==> src/rtl/shared_ll_fifo_pkg.sv <==
// rtl/shared_ll_fifo_pkg.sv - shared helpers for the linked-list multi-queue FIFO
// Purpose: width helper functions for PTR_WIDTH / SEL_WIDTH and the ghost-state
//          field layout used when SHARED_LL_FIFO_FORMAL_EN is defined.
// Ports:   none (package).
package shared_ll_fifo_pkg;

    function automatic int clog2_f(input int v);
        int r;
        r = 0;
        while ((1 << r) < v) r = r + 1;
        return r;
    endfunction

    function automatic int max_f(input int a, input int b);
        return (a > b) ? a : b;
    endfunction

    // Ghost entry layout is {owner, position}; owner value NUM_FIFOS marks the free list.
    function automatic int free_owner(input int num_fifos);
        return num_fifos;
    endfunction

    function automatic int ghost_owner_width(input int num_fifos);
        return max_f(1, clog2_f(num_fifos + 1));
    endfunction

endpackage

==> src/rtl/shared_ll_fifo_free_list.sv <==
// rtl/shared_ll_fifo_free_list.sv - free-entry list of the shared linked-list store
// Purpose: owns free_head/free_tail/free_count and requests next-pointer writes
//          needed to append released entries to the free list.
// Ports:   clk, rst (sync, active-high); alloc / alloc_next / alloc_ptr hand out
//          the head entry; release_en / release_ptr return an entry;
//          nxt_wr_* is a single write request into the shared next-pointer array;
//          free_count is the number of free entries.
//          With SHARED_LL_FIFO_FORMAL_EN defined, free_tail is also exported.
module ll_free_list
    import shared_ll_fifo_pkg::*;
#(
    parameter int  DEPTH     = 8,
    localparam int PTR_WIDTH = clog2_f(DEPTH)
) (
    input  logic                 clk,
    input  logic                 rst,
    input  logic                 alloc,
    input  logic [PTR_WIDTH-1:0] alloc_next,
    input  logic                 release_en,
    input  logic [PTR_WIDTH-1:0] release_ptr,
    output logic [PTR_WIDTH-1:0] alloc_ptr,
    output logic [PTR_WIDTH:0]   free_count,
    output logic                 nxt_wr_en,
    output logic [PTR_WIDTH-1:0] nxt_wr_idx,
    output logic [PTR_WIDTH-1:0] nxt_wr_data
`ifdef SHARED_LL_FIFO_FORMAL_EN
    ,
    output logic [PTR_WIDTH-1:0] free_tail
`endif
);

    localparam logic [PTR_WIDTH:0] CNT_ONE = (PTR_WIDTH + 1)'(1);

    logic [PTR_WIDTH-1:0] free_head_q, free_head_d;
    logic [PTR_WIDTH-1:0] free_tail_q, free_tail_d;
    logic [PTR_WIDTH:0]   free_count_q, free_count_d;

    always_comb begin
        free_head_d  = free_head_q;
        free_tail_d  = free_tail_q;
        free_count_d = free_count_q;
        nxt_wr_en    = 1'b0;
        nxt_wr_idx   = free_tail_q;
        nxt_wr_data  = release_ptr;
        case ({alloc, release_en})
            2'b10: begin
                free_head_d  = alloc_next;
                free_count_d = free_count_q - CNT_ONE;
            end
            2'b01: begin
                free_count_d = free_count_q + CNT_ONE;
                free_tail_d  = release_ptr;
                // An empty free list has a stale tail that now belongs to a queue;
                // linking through it would corrupt that queue.
                if (free_count_q == '0) begin
                    free_head_d = release_ptr;
                end else begin
                    nxt_wr_en = 1'b1;
                end
            end
            2'b11: begin
                free_tail_d = release_ptr;
                // Last free entry is being taken: the released entry becomes the whole list.
                if (free_count_q == CNT_ONE) begin
                    free_head_d = release_ptr;
                end else begin
                    free_head_d = alloc_next;
                    nxt_wr_en   = 1'b1;
                end
            end
            default: ;
        endcase
    end

    always_ff @(posedge clk) begin
        if (rst) begin
            free_head_q  <= '0;
            free_tail_q  <= PTR_WIDTH'(DEPTH - 1);
            free_count_q <= (PTR_WIDTH + 1)'(DEPTH);
        end else begin
            free_head_q  <= free_head_d;
            free_tail_q  <= free_tail_d;
            free_count_q <= free_count_d;
        end
    end

    assign alloc_ptr  = free_head_q;
    assign free_count = free_count_q;
`ifdef SHARED_LL_FIFO_FORMAL_EN
    assign free_tail  = free_tail_q;
`endif

endmodule

==> src/rtl/shared_ll_fifo.sv <==
// rtl/shared_ll_fifo.sv - NUM_FIFOS linked-list queues sharing one DEPTH-entry store
// Purpose: per-queue head/tail/count, shared data store and next pointers, and the
//          registered pop data path. Illegal pushes/pops are dropped and flagged.
// Ports:   clk, rst (sync, active-high); push/push_sel/data_in enqueue;
//          pop/pop_sel dequeue; data_out/data_out_vld one cycle after an accepted pop;
//          full, empty[q], packed count[q], free_count from registered state;
//          push_err/pop_err registered drop flags.
// Option:  SHARED_LL_FIFO_FORMAL_EN adds ghost ownership tracking and invariant asserts.
module shared_ll_fifo
    import shared_ll_fifo_pkg::*;
#(
    parameter int  WIDTH     = 8,
    parameter int  DEPTH     = 8,
    parameter int  NUM_FIFOS = 4,
    localparam int PTR_WIDTH = clog2_f(DEPTH),
    localparam int SEL_WIDTH = max_f(1, clog2_f(NUM_FIFOS))
) (
    input  logic                                 clk,
    input  logic                                 rst,
    input  logic                                 push,
    input  logic [SEL_WIDTH-1:0]                 push_sel,
    input  logic [WIDTH-1:0]                     data_in,
    input  logic                                 pop,
    input  logic [SEL_WIDTH-1:0]                 pop_sel,
    output logic [WIDTH-1:0]                     data_out,
    output logic                                 data_out_vld,
    output logic                                 full,
    output logic [NUM_FIFOS-1:0]                 empty,
    output logic [NUM_FIFOS*(PTR_WIDTH+1)-1:0]   count,
    output logic [PTR_WIDTH:0]                   free_count,
    output logic                                 push_err,
    output logic                                 pop_err
);

    localparam int              CW      = PTR_WIDTH + 1;
    localparam logic [CW-1:0]   CNT_ONE = CW'(1);

    logic [WIDTH-1:0]     mem_q   [DEPTH];
    logic [WIDTH-1:0]     mem_d   [DEPTH];
    logic [PTR_WIDTH-1:0] nxt_q   [DEPTH];
    logic [PTR_WIDTH-1:0] nxt_d   [DEPTH];
    logic [PTR_WIDTH-1:0] head_q  [NUM_FIFOS];
    logic [PTR_WIDTH-1:0] head_d  [NUM_FIFOS];
    logic [PTR_WIDTH-1:0] tail_q  [NUM_FIFOS];
    logic [PTR_WIDTH-1:0] tail_d  [NUM_FIFOS];
    logic [CW-1:0]        cnt_q   [NUM_FIFOS];
    logic [CW-1:0]        cnt_d   [NUM_FIFOS];

    logic [WIDTH-1:0] data_out_q, data_out_d;
    logic             data_out_vld_q, data_out_vld_d;
    logic             push_err_q, push_err_d;
    logic             pop_err_q, pop_err_d;

    logic                 push_ok, pop_ok;
    logic [PTR_WIDTH-1:0] alloc_ptr, pop_slot;
    logic                 fl_wr_en;
    logic [PTR_WIDTH-1:0] fl_wr_idx, fl_wr_data;
`ifdef SHARED_LL_FIFO_FORMAL_EN
    logic [PTR_WIDTH-1:0] free_tail;
`endif

    // Acceptance uses only pre-cycle state.
    assign push_ok  = push && !full && (int'(push_sel) < NUM_FIFOS);
    assign pop_ok   = pop && (int'(pop_sel) < NUM_FIFOS) && (cnt_q[pop_sel] != '0);
    assign pop_slot = head_q[pop_sel];

    ll_free_list #(.DEPTH(DEPTH)) u_free_list (
        .clk         (clk),
        .rst         (rst),
        .alloc       (push_ok),
        .alloc_next  (nxt_q[alloc_ptr]),
        .release_en  (pop_ok),
        .release_ptr (pop_slot),
        .alloc_ptr   (alloc_ptr),
        .free_count  (free_count),
        .nxt_wr_en   (fl_wr_en),
        .nxt_wr_idx  (fl_wr_idx),
        .nxt_wr_data (fl_wr_data)
`ifdef SHARED_LL_FIFO_FORMAL_EN
        ,
        .free_tail   (free_tail)
`endif
    );

    always_comb begin
        mem_d          = mem_q;
        nxt_d          = nxt_q;
        head_d         = head_q;
        tail_d         = tail_q;
        cnt_d          = cnt_q;
        data_out_d     = data_out_q;
        data_out_vld_d = pop_ok;
        push_err_d     = push && !push_ok;
        pop_err_d      = pop && !pop_ok;

        if (pop_ok) begin
            data_out_d      = mem_q[pop_slot];
            head_d[pop_sel] = nxt_q[pop_slot];
            cnt_d[pop_sel]  = cnt_q[pop_sel] - CNT_ONE;
        end

        // cnt_d already reflects a same-cycle pop, so a queue drained by that pop
        // restarts at the pushed entry instead of linking behind a freed tail.
        if (push_ok) begin
            mem_d[alloc_ptr]  = data_in;
            tail_d[push_sel]  = alloc_ptr;
            if (cnt_d[push_sel] == '0) begin
                head_d[push_sel] = alloc_ptr;
            end else begin
                nxt_d[tail_q[push_sel]] = alloc_ptr;
            end
            cnt_d[push_sel] = cnt_d[push_sel] + CNT_ONE;
        end

        // Queue tail and free-list tail are never the same entry, so both writes coexist.
        if (fl_wr_en) begin
            nxt_d[fl_wr_idx] = fl_wr_data;
        end
    end

    always_ff @(posedge clk) begin
        mem_q <= mem_d;
    end

    always_ff @(posedge clk) begin
        if (rst) begin
            for (int i = 0; i < DEPTH; i++) begin
                nxt_q[i] <= PTR_WIDTH'((i + 1) % DEPTH);
            end
            for (int q = 0; q < NUM_FIFOS; q++) begin
                head_q[q] <= '0;
                tail_q[q] <= '0;
                cnt_q[q]  <= '0;
            end
            data_out_q     <= '0;
            data_out_vld_q <= 1'b0;
            push_err_q     <= 1'b0;
            pop_err_q      <= 1'b0;
        end else begin
            nxt_q          <= nxt_d;
            head_q         <= head_d;
            tail_q         <= tail_d;
            cnt_q          <= cnt_d;
            data_out_q     <= data_out_d;
            data_out_vld_q <= data_out_vld_d;
            push_err_q     <= push_err_d;
            pop_err_q      <= pop_err_d;
        end
    end

    always_comb begin
        count = '0;
        empty = '0;
        for (int q = 0; q < NUM_FIFOS; q++) begin
            count[q*CW +: CW] = cnt_q[q];
            empty[q]          = (cnt_q[q] == '0);
        end
    end

    assign full         = (free_count == '0);
    assign data_out     = data_out_q;
    assign data_out_vld = data_out_vld_q;
    assign push_err     = push_err_q;
    assign pop_err      = pop_err_q;

`ifdef SHARED_LL_FIFO_FORMAL_EN
    localparam int OW = ghost_owner_width(NUM_FIFOS);

    logic [OW-1:0]        g_owner [DEPTH];
    logic [PTR_WIDTH-1:0] g_pos   [DEPTH];
    logic [DEPTH-1:0]     g_seen;
    logic [PTR_WIDTH-1:0] g_cur;
    logic                 g_dup, g_queue_ok, g_free_ok, g_sum_ok;
    logic [PTR_WIDTH-1:0] ghost_sel_q;
    int                   g_sum;

    (* keep *) logic [PTR_WIDTH-1:0]    ghost_sel;
    (* keep *) logic [OW+PTR_WIDTH-1:0] ghost_result;

    // Walk every list from its head, tagging each visited entry with its owner
    // and position; a revisit means two owners claim the entry.
    always_comb begin
        g_seen     = '0;
        g_dup      = 1'b0;
        g_queue_ok = 1'b1;
        g_free_ok  = 1'b1;
        g_cur      = '0;
        g_sum      = int'(free_count);
        for (int i = 0; i < DEPTH; i++) begin
            g_owner[i] = OW'(free_owner(NUM_FIFOS));
            g_pos[i]   = '0;
        end
        for (int q = 0; q < NUM_FIFOS; q++) begin
            g_sum = g_sum + int'(cnt_q[q]);
            g_cur = head_q[q];
            for (int k = 0; k < DEPTH; k++) begin
                if (k < int'(cnt_q[q])) begin
                    if (g_seen[g_cur]) g_dup = 1'b1;
                    g_seen[g_cur]  = 1'b1;
                    g_owner[g_cur] = OW'(q);
                    g_pos[g_cur]   = PTR_WIDTH'(k);
                    if ((k == int'(cnt_q[q]) - 1) && (g_cur != tail_q[q])) g_queue_ok = 1'b0;
                    g_cur = nxt_q[g_cur];
                end
            end
        end
        g_cur = alloc_ptr;
        for (int k = 0; k < DEPTH; k++) begin
            if (k < int'(free_count)) begin
                if (g_seen[g_cur]) g_dup = 1'b1;
                g_seen[g_cur] = 1'b1;
                g_pos[g_cur]  = PTR_WIDTH'(k);
                if ((k == int'(free_count) - 1) && (g_cur != free_tail)) g_free_ok = 1'b0;
                g_cur = nxt_q[g_cur];
            end
        end
        g_sum_ok = (g_sum == DEPTH);
    end

    always_ff @(posedge clk) begin
        if (rst) begin
            ghost_sel_q <= '0;
        end else begin
            ghost_sel_q <= ghost_sel_q + PTR_WIDTH'(1);
            assert (g_free_ok);
            assert (g_queue_ok);
            assert (!g_dup);
            assert (g_sum_ok);
        end
    end

    assign ghost_sel    = ghost_sel_q;
    assign ghost_result = {g_owner[ghost_sel], g_pos[ghost_sel]};
`endif

endmodule

==> config.mk <==
export PLATFORM = sky130hd
export DESIGN_NAME = shared_ll_fifo
export DESIGN_NICKNAME = d
export VERILOG_FILES = /design/src/rtl/shared_ll_fifo_pkg.sv /design/src/rtl/shared_ll_fifo_free_list.sv /design/src/rtl/shared_ll_fifo.sv
export SDC_FILE = /design/constraint.sdc
export NUM_CORES = 1
export LEC_CHECK = 0
export CELL_PAD_IN_SITES_DETAIL_PLACEMENT = 1
export CELL_PAD_IN_SITES_GLOBAL_PLACEMENT = 1
export CORE_MARGIN = 2
export CORE_UTILIZATION = 43
export CTS_CLUSTER_SIZE = 20
export DETAILED_ROUTE_END_ITERATION = 10
export GPL_TIMING_DRIVEN = 0
export PLACE_DENSITY_LB_ADDON = 0.05
export SYNTH_ARGS = -nofsm -noshare
export SYNTH_HDL_FRONTEND = slang
export SYNTH_SLANG_ARGS = --single-unit
==> constraint.sdc <==
create_clock -name clk -period 4.4 [get_ports clk]
set_clock_uncertainty 0.05 [all_clocks]
set_input_delay 0.44 -clock clk [delete_from_list [all_inputs] [get_ports clk]]
set_output_delay 0.44 -clock clk [all_outputs]
set_load 0.1 [all_outputs]
==> results.py <==
metrics = {
    "power": {
        "ir_worst_vdd_v": 0.000354,
        "p_total_mw": 4.87,
        "seq_power_share": 0.347,
        "p_switching_mw": 1.94,
        "p_int_mw": 2.93,
        "leakage_nw": 3.21,
        "switching_share": 0.398,
        "combPwrFrac": 0.333,
        "powerDensity_nw_per_um2": 516,
        "p_clk_frac": 0.320,
    },
    "cts": {
        "h-tree-depth": 4,
        "clock_path_buffers": 2,
        "cts_root_buffer": "clkbuf_16",
        "clk-insertion-delay-late_ns": 0.45,
        "numCtsBuffers": 17,
        "cts_tree": "done",
        "cts_hold_buf": 0,
        "clk_pin_slew_ns": 0.07,
        "clock_sinks": 149,
    },
    "global_routing": {
        "grt_pass1_vias": 6710,
        "grt_pass1_wl_um": 40400,
        "grt_max_degree": 19,
        "grt_usage": 0.294,
        "grt_overflow": 0,
        "antenna_found_initial": 0,
    },
    "routing": {
        "remaining_drc_errors": 0,
        "route.vias.total": 6439,
        "firstDrtPassIters": 6,
        "drt_iter0_markers": 558,
        "vias_per_cell": 6.24,
        "ant_nets": 0,
        "wl_per_cell_um": 25.6,
        "finalWirelength_um": 26400,
    },
    "sta": {
        "period_share": 0.964,
        "tightest_slew_ns": 0.992,
        "finalWorstSetupSlack_ns": 0.159,
        "max_slew_margin": 0.337,
        "tns_ns": 0,
        "setup_viol": 0,
        "holdWs_ns": 0.414,
        "report.final.slew_viol_count": 0,
        "final_hold_viol_count": 0,
        "max_freq_mhz": 236,
        "rsz0062_at_grt": "false",
        "period_minus_slack_ns": 4.24,
    },
    "die": {
        "die_h_um": 137,
        "core_um2": 17400,
        "fp.dieArea_um2": 18900,
        "die_w_um": 137,
        "rows": 48,
        "ios": 52,
        "start_util": 0.441,
    },
    "hold_path": {
        "hp-class": "flip-flop to flip-flop",
    },
    "layout": {
        "antenna_cells": 0,
        "nets": 818,
        "design_area_um2": 9450,
        "syn_to_final_growth_pct": 23.5,
        "drive_gt1_frac": 0.200,
    },
    "setup_path": {
        "crit_buf_inv": 3,
        "crit_arrival_ns": 4.51,
        "endpoint_kind": "flip-flop",
        "crit_type": "flip-flop to flip-flop",
        "max_stage_delay_ns": 0.49,
        "cp_slowest_cell": "mux4_2",
        "worst-path-max-fanout": 6,
        "worstPathCellList": "mux4_2, inv_1, ha_2, clkbuf_8, nand2b_4, o31ai_4, mux2i_1, a221o_1, o21a_1, ha_1, and2_1, nand4b_1, o221a_4, nand4_4, buf_6, o31a_1, o41a_1",
        "crit_family": "compound AO/OA/AOI/OAI gates",
        "crit_path_start_kind": "flip-flop",
        "worstPathRequired_ns": 4.67,
    },
    "synthesis": {
        "yosysMostFrequentCell": "nor2_1",
        "synth_edf_count": 64,
        "yosysWarnings": 0,
        "synthCells": 711,
        "syn_area_per_cell_um2": 10.8,
        "synth_top_cell_by_area": "edfxtp_1",
        "synth-async-reset-ratio": 0,
        "yosysSeqAreaShare": 0.473,
        "ys.flop_type": "dfxtp_1",
        "synth_seq_cells": 149,
        "synth.cell_area_um2": 7650,
        "yosys.area.top_type_share": 0.251,
        "synth_cell_type_count": 67,
        "synth_fp_nets": 735,
        "synthTopCellsByArea": "edfxtp_1 (25%), dfxtp_1 (22%), mux4_2 (11%)",
        "synth_commonest_cells": "nor2_1 (87), dfxtp_1 (85), edfxtp_1 (64), nand2_1 (49), mux4_2 (39)",
    },
    "flow_run": {
        "drv_cap": 0,
    },
    "place": {
        "io_buffers": 48,
        "place_ws_ns": -1.51,
        "placedInstanceArea_um2": 8480,
        "gp_congestion": 0.928,
        "hpwlAfterDp_um": 18500,
    },
    "status": {
        "status": "complete, no violations",
    },
}
==> tightest hold or removal path: cells and delay by family (launching register included) <==
kind             cells  cell delay (ns)
flip-flops           1             0.31
AND/OR/NAND/NOR      1             0.05
AO/OA/AOI/OAI        1             0.05
==> layout by cell type, fill, tap and decap left out, drive strengths merged, types with 3 or more instances in the layout <==
| cell type | instances |
|---|---|
| nor2 | 87 |
| dfxtp | 85 |
| edfxtp | 64 |
| clkbuf | 51 |
| nand2 | 49 |
| clkdlybuf4s50 | 47 |
| mux4 | 39 |
| o21ai | 39 |
| buf | 32 |
| mux2i | 30 |
| a21oi | 30 |
| nand3 | 20 |
| inv | 19 |
| nand2b | 18 |
| nor3 | 17 |
| a211oi | 12 |
| nand4 | 12 |
| or3 | 12 |
| a311oi | 11 |
| clkinv | 10 |
| a32oi | 9 |
| nor2b | 8 |
| ha | 8 |
| or4 | 7 |
| nor4 | 7 |
| o221a | 6 |
| o31ai | 6 |
| xnor2 | 5 |
| a211o | 5 |
| nand4b | 5 |
| o311a | 5 |
| nor3b | 5 |
| o211ai | 4 |
| xor2 | 4 |
| a221oi | 4 |
| mux2 | 3 |
==> registers in the layout, indices dropped and copies added, names as in the netlist <==
signal	count
data_out_vld	1
nxt_q	24
u_free_list.alloc_ptr	3
count	16
push_err	1
tail_q	12
data_out	8
pop_err	1
mem_q	64
head_q	12
u_free_list.nxt_wr_idx	3
u_free_list.free_count	4
==> kinds of logic after synthesis <==
kind of cell / synth area share
buffers and inverters: 0.0384
adder cells (fa/ha/maj): 0.0131
flip-flops: 0.473
multiplexers: 0.158
AO/OA/AOI/OAI: 0.135
AND/OR/NAND/NOR: 0.172
XOR/XNOR: 0.0103
==> layout make-up <==
class,instances,area (um^2)
Timing Repair Buffer,65,611
Fill cell,1822,7910
Multi-Input combinational cell,497,3940
Inverter,15,61.3
Clock inverter,15,210
Buffer,49,280
Sequential cell,149,3650
Tap cell,225,282
Clock buffer,17,425
==> power by group through the flow <==
stage,clock network (mW),logic (mW),registers [mW]
after CTS,1.57,1.59,1.69
after global routing,1.63,1.71,1.71
after global placement,0,1.48,1.71
after detailed placement,0,1.52,1.72
final,1.56,1.62,1.69
after floorplan,0,0.796,1.98
==> repair_timing <==
action | CTS | global route
buffers inserted | 9 | 4
gates resized for setup | 38 | 15
gates cloned | 3 | 0
pin swaps | 4 | 4
endpoints found under the setup margin | 44 | 36
==> path summary, 6_finish.rpt <==
kind | start | endpoint | slack (ns) | depth (start not counted)
hold / removal | tail_q[11]$_SDFFE_PP0P_ | tail_q[11]$_SDFFE_PP0P_ | 0.41 | 2
setup / recovery | count[9]$_SDFF_PP0_ | nxt_q[21]$_SDFF_PP1_ | 0.16 | 17
hold reg to reg | tail_q[11]$_SDFFE_PP0P_ | tail_q[11]$_SDFFE_PP0P_ | 0.41 | 2
setup reg to reg | count[9]$_SDFF_PP0_ | nxt_q[21]$_SDFF_PP1_ | 0.16 | 17
==> metrics by stage <==
| stage | util | instances |
|---|---|---|
| after floorplan | - | 711 |
| after global placement | 0.486 | 984 |
| after detailed placement | 0.489 | 986 |
| after CTS | 0.539 | 1029 |
| after global routing | 0.544 | 1032 |
| final | 0.544 | 1032 |
==> per-layer routing <==
layer  wire length [um]  share of wire  GRT usage  vias up
met5                  0              0          0        -
met4                527          0.020     0.0916        0
met3               1540          0.059     0.0640       37
met2              13200           0.50      0.493      236
met1              11100           0.42      0.380     3270
li1                   -              -          -     2896
No activity file was read; power rests on OpenSTA's default activity.
